### src/rtl/serial_addsub.sv
// Bit-serial adder/subtractor: one full-adder slice plus a carry flop processes
// two WIDTH-bit operands LSB first, one bit per clock.
//
// state | meaning
// IDLE  | waiting for start; result/carry hold the last completed value
// RUN   | one operand bit per edge through the shared full-adder slice
// DONE  | one-cycle done pulse; a start here chains the next op directly
module serial_addsub #(
    parameter int WIDTH = 4
) (
    input  logic             clk,
    input  logic             rst_n,
    input  logic             start,
    input  logic             sub,
    input  logic [WIDTH-1:0] a,
    input  logic [WIDTH-1:0] b,
    output logic             busy,
    output logic             done,
    output logic [WIDTH-1:0] result,
    output logic             carry
);

    localparam int CW = $clog2(WIDTH) + 1;

    typedef enum logic [1:0] {
        IDLE,
        RUN,
        DONE
    } state_t;

    state_t           state;
    logic [WIDTH-1:0] a_sh;
    logic [WIDTH-1:0] b_sh;
    logic             c;
    logic [CW-1:0]    cnt;

    logic             s;
    logic             c_next;
    logic             last_bit;
    logic [WIDTH-1:0] res_next;

    assign s        = a_sh[0] ^ b_sh[0] ^ c;
    assign c_next   = (a_sh[0] & b_sh[0]) | (a_sh[0] & c) | (b_sh[0] & c);
    assign last_bit = (cnt == CW'(WIDTH - 1));

    // The sum bit enters at the MSB so the result is aligned after WIDTH shifts.
    generate
        if (WIDTH == 1) begin : g_res_w1
            assign res_next = s;
        end else begin : g_res_wn
            assign res_next = {s, result[WIDTH-1:1]};
        end
    endgenerate

    always_ff @(posedge clk or negedge rst_n) begin
        if (!rst_n) begin
            state  <= IDLE;
            busy   <= 1'b0;
            done   <= 1'b0;
            result <= '0;
            carry  <= 1'b0;
            a_sh   <= '0;
            b_sh   <= '0;
            c      <= 1'b0;
            cnt    <= '0;
        end else begin
            case (state)
                IDLE, DONE: begin
                    done <= 1'b0;
                    if (start) begin
                        // Subtract as a + ~b + 1: invert B and seed the carry with 1.
                        a_sh  <= a;
                        b_sh  <= sub ? ~b : b;
                        c     <= sub;
                        cnt   <= '0;
                        busy  <= 1'b1;
                        state <= RUN;
                    end else begin
                        state <= IDLE;
                    end
                end
                RUN: begin
                    c      <= c_next;
                    a_sh   <= a_sh >> 1;
                    b_sh   <= b_sh >> 1;
                    result <= res_next;
                    cnt    <= cnt + 1'b1;
                    if (last_bit) begin
                        carry <= c_next;
                        busy  <= 1'b0;
                        done  <= 1'b1;
                        state <= DONE;
                    end
                end
                default: begin
                    busy  <= 1'b0;
                    done  <= 1'b0;
                    state <= IDLE;
                end
            endcase
        end
    end

endmodule

### config.mk
export PLATFORM = sky130hd
export DESIGN_NAME = serial_addsub
export DESIGN_NICKNAME = d
export VERILOG_FILES = /design/src/rtl/serial_addsub.sv
export SDC_FILE = /design/constraint.sdc
export NUM_CORES = 1
export LEC_CHECK = 0
export ABC_AREA = 1
export ABC_CLOCK_PERIOD_IN_PS = 1090
export CORE_UTILIZATION = 30
export CTS_BUF_LIST = sky130_fd_sc_hd__clkbuf_8 sky130_fd_sc_hd__clkbuf_16
export DETAILED_ROUTE_END_ITERATION = 12
export SYNTH_ARGS = -nofsm -noshare
export SYNTH_HDL_FRONTEND = slang
export SYNTH_SLANG_ARGS = --single-unit
### constraint.sdc
create_clock -name clk -period 1.09 [get_ports clk]
set_input_delay 0.109 -clock clk [delete_from_list [all_inputs] [get_ports clk]]
set_output_delay 0.109 -clock clk [all_outputs]
set_load 0.02 [all_outputs]
==> metrics.txt <==
Vias/cell=4.37; first-pass GRT wire length=3620 um; CP Launch Type=flop; # nets final=173; most common cell in the synthesized netlist=nand2_1; syn_nets=132; Post-Syn Area=1000 um^2; DP HPWL=1580 um; Worst R2R Start=b_sh[0]; Area contributors post-synth=dfrtp_1, nand2_1, nand3_1, inv_1, nand2_4; Die W=59.8 um; RSZ-0062 raised after global routing=yes; PwrDens=2840 nW/um^2; Multi-input gate area=463 um^2; Total Wirelength=2260 um; synth-to-layout area growth=46.8%; dominant synthesized flop cell=dfrtp_1; Final GP Congestion=0.792; Synth top area share=0.499; register area=502 um^2; flops & latches, synth=20; Async SR Flop Fraction=1.00; first-pass iteration count of the detailed router=4; Post-synth EDFFs=0; Initial Util=0.323; Remaining DRCs=0; Post-Synthesis Cells=117; CTS tree=yes; arrival time worst endpoint=1.36 ns; CORE AREA=3100 um^2; worst slew pin tran=0.266 ns; initial antenna violation count=0; max-slew violations=0; DRT antenna net count=0; setup_tns=-0.152 ns; hold crit path type=input pin to asynchronous set/reset pin; Distinct cells, synth=16; CP Max Fanout=2; # setup viols final=3; leakage=0.000743 uW; # fillers=316; max_cap viols=0; CP Class=flop to flop; violated checks=setup timing; sequential share of the synthesized area=0.499; number of CTS-inserted buffers=3; initial drt markers=43; number of diodes=0; Worst Setup End Kind=flop; Avg WL per Cell=11.2 um; largest net degree at the start of global routing=21; chip height=59.8 um; grt total ovfl=0; status=complete, but fails checks; IR drop worst, VDD=0.755 mV; clock transition at the registers of the reported paths=0.08 ns; Final WS setup=-0.0649 ns; Avg Cell Area, Syn=8.58 um^2; Final Skew=0.00667 ns; row cnt=20; Worst EP required=1.29 ns; clk_lat worst skew=0.27 ns; vias post-DR=879; GRT Total Usage=0.141; worst rel slew slack=0.822; Tmin final=1.15 ns; die area=3580 um^2; top cells by count, synth=nand2_1, dfrtp_1, nand3_1; minimum hold slack=0.175 ns; Yosys top cell by area=dfrtp_1; share of layout cells above drive strength 1=0.299; final hold violations=0; Warnings, synthesis=0; worst setup path startpoint=b_sh[0]; clock sink count=20; f_max=0.866 GHz; I/O pin count=19; CTS root buf=clkbuf_8; hold_buf cts=0; number of global-route vias before repair=824; final worst-path cycle share=1.06; htree depth=1; Port Buf Inserts=18; clk buf depth=2
==> worst max-delay path: stages (launching register included) <==
cell and delay, ns:
dfrtp_1 0.41, fa_2 0.57, nand2_1 0.05, nand2_1 0.06
==> report_power, final <==
group | switching [uW] | internal, uW | total [uW]
logic | 1200 | 1090 | 2290
registers | 235 | 1090 | 1320
clock network | 255 | 322 | 577
total | 1690 | 2500 | 4190
==> repair_timing <==
item,CTS,global route
pin swaps,6,4
resized for setup,15,9
setup buffers,2,3
cloned,0,1
endpoints found under the setup margin,18,17
==> area by class of cell <==
| class | count | share of cell area |
|---|---|---|
| clock buffer | 4 | 0.0374 |
| inverter | 15 | 0.0450 |
| multi-input combinational | 81 | 0.314 |
| sequential | 20 | 0.341 |
| tap | 44 | 0.0374 |
| timing repair buffer | 37 | 0.225 |
==> cell families after synthesis <==
group / share of synthesized area
and+or+nand+nor: 0.338
DFF: 0.499
buffers and inverters: 0.0835
AOI/OAI and AO/OA: 0.0349
adders and majority gates: 0.0449
==> worst paths after layout <==
check | end | cells after the start | slack (ns)
setup / recovery | result[3] | 3 | -0.06
hold / removal | busy | 2 | 0.18
setup reg to reg | result[3] | 3 | -0.06
hold reg to reg | result[0] | 2 | 0.48
max in group asynchronous | state[0] | 2 | 0.69
min in group clk | a_sh[3] | 3 | 0.38
==> metrics by stage <==
stage	setup WS [ns]	cells	total power, uW	cell area (um^2)	utilization
final	-0.0649	201	4190	1470	0.475
after detailed placement	-0.207	191	3390	1340	0.431
after global placement	-0.190	191	3350	1340	0.431
after CTS	-0.0783	197	4040	1430	0.460
after global routing	-0.107	201	4560	1470	0.475
after floorplan	-0.0412	117	2550	1010	-
==> sequential cells by signal, summed over array words and instances (netlist names) <==
register,cells
busy,1
a_sh,4
done,1
state,1
c,1
b_sh,4
carry,1
result,4
cnt,3
==> layout by cell type, fill, tap and decap left out, drive strengths merged <==
| cell | netlist | final |
|---|---|---|
| a21oi | 1 | 1 |
| buf | 2 | 19 |
| clkbuf | 0 | 5 |
| clkdlybuf4s15 | 0 | 3 |
| clkdlybuf4s50 | 0 | 11 |
| clkinv | 0 | 1 |
| dfrtp | 20 | 20 |
| dlygate4sd2 | 0 | 3 |
| fa | 1 | 1 |
| ha | 2 | 2 |
| inv | 15 | 14 |
| nand2 | 46 | 46 |
| nand3 | 17 | 17 |
| nor2 | 6 | 7 |
| o21ai | 6 | 6 |
| or2 | 1 | 1 |
==> metal layers <==
layer / up-vias / part of all wire / global-route usage
met4: 0 / 0.029 / 0.0997
li1: 446 / - / -
met1: 408 / 0.44 / 0.171
met2: 20 / 0.51 / 0.237
met5: - / 0 / 0
met3: 5 / 0.023 / 0.00649
Power figures use the tool's default switching activity.
